===== src/rtl/wb_burst_master.sv =====
// rtl/wb_burst_master.sv - Wishbone classic burst master; define WB_BURST_TIMEOUT_EN to add the ack watchdog
module wb_burst_master #(
    parameter int AW      = 26,
    parameter int DW      = 32,
    parameter int TIMEOUT = 255
) (
    input  logic          wb_clk_i,
    input  logic          wb_rst_i,
    input  logic          cmd_valid_i,
    output logic          cmd_ready_o,
    input  logic          cmd_we_i,
    input  logic [AW-1:0] cmd_addr_i,
    input  logic [7:0]    cmd_len_i,
    input  logic [DW-1:0] wr_data_i,
    input  logic          wr_valid_i,
    output logic          wr_ready_o,
    output logic [DW-1:0] rd_data_o,
    output logic          rd_valid_o,
    output logic          busy_o,
    output logic          done_o,
    output logic          err_o,
    output logic          wb_cyc_o,
    output logic          wb_stb_o,
    output logic          wb_we_o,
    output logic [AW-1:0] wb_addr_o,
    output logic [DW-1:0] wb_dat_o,
    output logic [DW/8-1:0] wb_sel_o,
    output logic [2:0]    wb_cti_o,
    input  logic          wb_ack_i,
    input  logic [DW-1:0] wb_dat_i
);

    localparam int SW = DW / 8;

    localparam logic [1:0] ST_IDLE = 2'd0;
    localparam logic [1:0] ST_XFER = 2'd1;
    localparam logic [1:0] ST_DONE = 2'd2;

    // The watchdog compare needs at least one cycle of budget.
    if (TIMEOUT < 1) begin : g_timeout_range
        $error("TIMEOUT must be at least 1");
    end

    logic [1:0]    state;
    logic          rst_q;
    logic          we_q;
    logic [AW-1:0] addr_q;
    logic [7:0]    len_q;
    logic [7:0]    beat_q;
    logic          hold_full;
    logic [DW-1:0] hold_data;

    logic in_xfer;
    logic stb;
    logic ack_ok;
    logic last_beat;
    logic cmd_fire;
    logic wr_fire;
    logic abort;

    assign in_xfer   = (state == ST_XFER);
    // Reads strobe every cycle; writes only strobe once the hold register has a word.
    assign stb       = in_xfer && (we_q ? hold_full : 1'b1);
    // An ack with the strobe low belongs to nobody and is dropped here.
    assign ack_ok    = stb && wb_ack_i;
    assign last_beat = (beat_q == len_q);

    // rst_q keeps cmd_ready_o low through the cycle that follows the last reset edge.
    assign cmd_ready_o = (state == ST_IDLE) && !rst_q;
    assign cmd_fire    = cmd_valid_i && cmd_ready_o;
    assign wr_ready_o  = in_xfer && we_q && !hold_full;
    assign wr_fire     = wr_valid_i && wr_ready_o;

    assign busy_o    = (state == ST_XFER) || (state == ST_DONE);
    assign done_o    = (state == ST_DONE);
    assign wb_cyc_o  = in_xfer;
    assign wb_stb_o  = stb;
    assign wb_we_o   = in_xfer && we_q;
    assign wb_addr_o = addr_q;
    assign wb_dat_o  = hold_data;
    assign wb_sel_o  = {SW{in_xfer}};
    assign wb_cti_o  = !in_xfer ? 3'b000 : (last_beat ? 3'b111 : 3'b010);

`ifdef WB_BURST_TIMEOUT_EN
    localparam int TW = $clog2(TIMEOUT + 1);

    logic [TW-1:0] to_cnt;
    logic          err_q;

    // Fires on the TIMEOUT-th consecutive strobed cycle without an ack.
    assign abort = stb && !wb_ack_i && (to_cnt == TW'(TIMEOUT - 1));
    assign err_o = err_q;

    // Ack watchdog: restarts on each command and each ack, counts strobed idle cycles.
    always_ff @(posedge wb_clk_i) begin
        if (wb_rst_i) begin
            to_cnt <= '0;
            err_q  <= 1'b0;
        end else if (cmd_fire) begin
            to_cnt <= '0;
            err_q  <= 1'b0;
        end else if (abort) begin
            to_cnt <= '0;
            err_q  <= 1'b1;
        end else if (ack_ok) begin
            to_cnt <= '0;
        end else if (stb) begin
            to_cnt <= to_cnt + 1'b1;
        end
    end
`else
    assign abort = 1'b0;
    assign err_o = 1'b0;
`endif

    // Burst sequencer: command latch, write hold register, beat/address advance, read capture.
    always_ff @(posedge wb_clk_i) begin
        if (wb_rst_i) begin
            state      <= ST_IDLE;
            rst_q      <= 1'b1;
            we_q       <= 1'b0;
            addr_q     <= '0;
            len_q      <= '0;
            beat_q     <= '0;
            hold_full  <= 1'b0;
            hold_data  <= '0;
            rd_data_o  <= '0;
            rd_valid_o <= 1'b0;
        end else begin
            rst_q      <= 1'b0;
            rd_valid_o <= 1'b0;
            case (state)
                ST_IDLE: begin
                    if (cmd_fire) begin
                        we_q      <= cmd_we_i;
                        addr_q    <= cmd_addr_i;
                        len_q     <= cmd_len_i;
                        beat_q    <= '0;
                        hold_full <= 1'b0;
                        state     <= ST_XFER;
                    end
                end
                ST_XFER: begin
                    // wr_fire needs an empty hold and a write ack needs a full one, so they never collide.
                    if (wr_fire) begin
                        hold_full <= 1'b1;
                        hold_data <= wr_data_i;
                    end
                    if (abort) begin
                        hold_full <= 1'b0;
                        state     <= ST_DONE;
                    end else if (ack_ok) begin
                        addr_q    <= addr_q + AW'(SW);
                        beat_q    <= beat_q + 8'd1;
                        hold_full <= 1'b0;
                        if (!we_q) begin
                            rd_data_o  <= wb_dat_i;
                            rd_valid_o <= 1'b1;
                        end
                        if (last_beat) begin
                            state <= ST_DONE;
                        end
                    end
                end
                ST_DONE: begin
                    state <= ST_IDLE;
                end
                default: begin
                    state <= ST_IDLE;
                end
            endcase
        end
    end

endmodule


===== config.mk =====
export PLATFORM = sky130hd
export DESIGN_NAME = wb_burst_master
export DESIGN_NICKNAME = d
export VERILOG_FILES = /design/src/rtl/wb_burst_master.sv
export SDC_FILE = /design/constraint.sdc
export NUM_CORES = 1
export LEC_CHECK = 0
export CAP_MARGIN = 20
export CORE_MARGIN = 8
export CORE_UTILIZATION = 38
export CTS_CLUSTER_SIZE = 20
export DETAILED_ROUTE_END_ITERATION = 8
export PLACE_DENSITY = 0.76
export SLEW_MARGIN = 5
export SYNTH_ARGS = -nofsm -noshare
export SYNTH_HDL_FRONTEND = slang
export SYNTH_SLANG_ARGS = --single-unit

===== constraint.sdc =====
create_clock -name wb_clk_i -period 2.1 [get_ports wb_clk_i]
set_clock_uncertainty 0.1 [all_clocks]
set_input_delay 0.42 -clock wb_clk_i [delete_from_list [all_inputs] [get_ports wb_clk_i]]
set_output_delay 0.42 -clock wb_clk_i [all_outputs]
set_load 0.01 [all_outputs]

==> metrics.log <==
[metrics] type of element capturing the critical path: register
[metrics] post-synthesis cell type with the largest combined area: sky130_fd_sc_hd__dfxtp_1
[metrics] maximum operating frequency: 487.2 MHz
[metrics] global-route wire length before repair: 26,040 µm
[metrics] top routing layer in use: met4
[metrics] total gr overflow: 0
[metrics] DRC violations left: 0
[metrics] Tot GR Track Use: 0.1950
[metrics] pre-CTS WS: -210.9 ps
[metrics] number of distinct library cell variants in the gate-level netlist after synthesis: 52
[metrics] unrepaired setup endpoints after global routing: true
[metrics] Net Sw Power: around 0.002 W
[metrics] Antenna diodes: 0
[metrics] worst vdd ir: just over 400 µV
[metrics] final standard cell count with taps included and fillers excluded: 1,030
[metrics] number of top-level design ports: 210
[metrics] total clock sinks: 112
[metrics] die area: 16,550 µm²
[metrics] Mapped Avg Cell Area: 7.841 µm²
[metrics] core outline area: 12,520 µm²
[metrics] area growth from synthesis to layout: 62.20%
[metrics] final setup vio count: 0
[metrics] Net Count, Synth: 726
[metrics] WS Path Type: reg -> reg
[metrics] number of core rows: 41
[metrics] number of synthesis warnings: 0
[metrics] sw frac: 0.3172
[metrics] final period utilization: 0.9774
[metrics] residual antenna-violating net count after detailed routing: 0
[metrics] Post-synth EDFFs: 0
[metrics] power share of the sequential group: 0.405
[metrics] wire length the detailed router placed on met1: roughly 6600 µm
[metrics] worst skew pair latency: roughly 350 ps
[metrics] part of the Yosys area used for sequential elements: 0.4650
[metrics] clock buffers created by TritonCTS: 9
[metrics] final hold viol count: 0
[metrics] clock share of power: 0.264
[metrics] most used cells in the layout excluding fill and tap cells: 193 x sky130_fd_sc_hd__clkdlybuf4s50_1, 178 x sky130_fd_sc_hd__nand2_1, 110 x sky130_fd_sc_hd__dfxtp_1
[metrics] cell chain of the critical path: inv_2, ha_4, nand2b_1, buf_4, nand2_1, a21oi_2, buf_12, o2bb2ai_1, or3_1
[metrics] Post-layout nets: 964
[metrics] count of routing violations after the opening detailed-route iteration: 355
[metrics] Final Routed Wirelength: 16,700 µm
[metrics] minimum clock period: 2052 ps
[metrics] sum of met3 wire segment lengths after detailed routing: 1253 µm
[metrics] via total after detailed routing: 5,191
[metrics] final-layout worst hold slack: about 350 ps
[metrics] minimum setup slack in the final design: 47.50 ps
[metrics] Avg WL per Cell: 16.21 µm
[metrics] port bufs: 208
[metrics] starting utilization of the core area: 0.3852
[metrics] post-detailed-placement half-perimeter wirelength: 12,760 µm
[metrics] buffer cell driving the clock tree root: sky130_fd_sc_hd__clkbuf_16
[metrics] floorplan die width: around 130 µm
[metrics] wire length on met2: between 8000 and 9000 µm
[metrics] Worst Path Max Fanout: 12
[metrics] CTS Buffer Depth: 2
[metrics] final slew viol count: 0
[metrics] combinational share of power: 0.331
[metrics] number of antenna violations at the first check in global routing: 0
[metrics] required arrival time at the worst endpoint: between 2000 and 2500 ps
[metrics] cell types with the largest area share after synthesis: sky130_fd_sc_hd__dfxtp_1 46%, sky130_fd_sc_hd__nand2_1 14%, sky130_fd_sc_hd__a21oi_1 10%, sky130_fd_sc_hd__o21ai_0 2.6%, sky130_fd_sc_hd__clkbuf_1 2.2%
[metrics] number of placed cells counting well taps: 1,005
[metrics] maximum number of pins on one net before global-route repair: 36
[metrics] number of iterations in the first detailed-routing pass: 5
[metrics] vias in the first global route: around 5.2k
[metrics] clock transition at the registers of the reported paths: 70 ps
[metrics] number of H-tree levels: 3
[metrics] Hold Crit Class: reg -> reg
[metrics] WP data arrival: 2170 ps
[metrics] largest incremental delay on the critical path: 390 ps
[metrics] max cap viols: 0
[metrics] Design Power: 0.006286 W
[metrics] TritonCTS clock tree: built
[metrics] synthesized instance count: 615
[metrics] leading cell type in the layout, fill and taps excluded: sky130_fd_sc_hd__clkdlybuf4s50_1
[metrics] Pint: 0.004292 W
[metrics] cell area power density: 803.7 nW/µm²
[metrics] vias per cell: 5.040
[metrics] post-synthesis instance area: 4822 µm²
[metrics] GPL Wtd Cong: 0.9049
[metrics] startpoint class of the critical path: register
[metrics] area share of the largest cell type after synthesis: 0.4650
[metrics] P_leak: 2.827 nW
[metrics] share of post-route cells with drive strength above 1: 0.1259
[metrics] dominant register cell in the synthesized netlist: sky130_fd_sc_hd__dfxtp_1
[metrics] Yosys reg bits: about 110
[metrics] cell with the biggest individual delay on the critical path: sky130_fd_sc_hd__dfxtp_4
[metrics] share of synthesized flip-flops with an asynchronous set or reset: 0
[metrics] outcome: completed
[metrics] Vert. Die Dim: 128.7 µm
[metrics] setup TNS after final layout: 0 ps
[metrics] fillcell total: 1,092
-- logic make-up after synthesis --
kind of cell             synth area share
flip-flops                         0.4650
other                           0.0007777
AND/OR/NAND/NOR                    0.2590
XOR/XNOR                          0.02724
buffers and inverters             0.04800
adder cells (fa/ha/maj)           0.01816
AO/OA/AOI/OAI                      0.1736
multiplexers                     0.008303
-- power groups by stage --
stage | clock (W) | sequential, W | combinational [W]
after floorplan | 0 | 0.00267 | 0.000787
after global placement | 0 | 0.00257 | 0.00199
after detailed placement | 0 | 0.00259 | 0.00202
after CTS | 0.00169 | 0.00254 | 0.00202
after global routing | 0.00179 | 0.00258 | 0.00226
final | 0.00166 | 0.00254 | 0.00208
-- metal layers --
layer  up-vias  GRT usage
met4         0     0.1154
li1       2566          -
met5         -          0
met3        43    0.04386
met1      2360     0.2167
met2       222     0.3356
-- synth_stat cells, drive strengths merged, types with 7 or more instances --
cell type and count:
clkbuf 28, nand4 10, nand2 179, xnor2 11, nor4 8, buf 15
nor3 8, dfxtp 112, ha 7, nor2 24, inv 8, nand3 11
o21ai 25, a21oi 99
-- layout make-up --
type	instances	area [µm²]	share of cell area
clock buffers	10	239.0	0.03056
clock inverters	6	51.30	0.006559
inverters	8	36.28	0.004639
multi-input cells	452	2447	0.3129
flip-flops and latches	112	2247	0.2873
well taps	172	215.2	0.02752
repair buffers	270	2585	0.3305
-- sequential cells by signal, indices dropped and copies added, names as in the netlist --
signal and count:
rd_data_o 32, wb_addr_o 26, wb_dat_o 32, rd_valid_o 1, rst_q 1, beat_q 8
hold_full 1, we_q 1, len_q 8, state 2
-- worst max-delay path: cells and delay by family (launching register included) --
| kind | cells | cell delay [ps] |
|---|---|---|
| AND/OR/NAND/NOR | 3 | 670 |
| AO/OA/AOI/OAI | 2 | 210 |
| flip-flops | 1 | 390 |
| buffers and inverters | 3 | 370 |
| adder cells (fa/ha/maj) | 1 | 170 |
-- through the flow --
stage / util / area, µm²
2_1_floorplan: - / 4857
3_3_place_gp: 0.5919 / 7408
3_5_place_dp: 0.5919 / 7408
4_1_cts: 0.6171 / 7724
5_1_grt: 0.6249 / 7821
6_report: 0.6249 / 7821
-- path summary, 6_finish.rpt --
check                                               start  slack (ps)  depth (start not counted)                         end
worst max-delay path                state[0]$_SDFFE_PP0P_          50                          9  wb_addr_o[23]$_SDFFE_PP0P_
worst max register to register      state[0]$_SDFFE_PP0P_          50                          9  wb_addr_o[23]$_SDFFE_PP0P_
worst min-delay path            wb_addr_o[0]$_SDFFE_PP0P_         350                          2   wb_addr_o[0]$_SDFFE_PP0P_
worst min register to register  wb_addr_o[0]$_SDFFE_PP0P_         350                          2   wb_addr_o[0]$_SDFFE_PP0P_
-- timing repair --
item / in CTS / in global routing
setup endpoints to repair: 21 / 36
gates resized for setup: 28 / 20
pin swaps: 2 / 4
gates cloned: 0 / 1
hold buffers: 0 / 0
endpoints found under the hold margin: 0 / 0
setup buffers: 4 / 4
No activity file was read; power rests on OpenSTA's default activity.
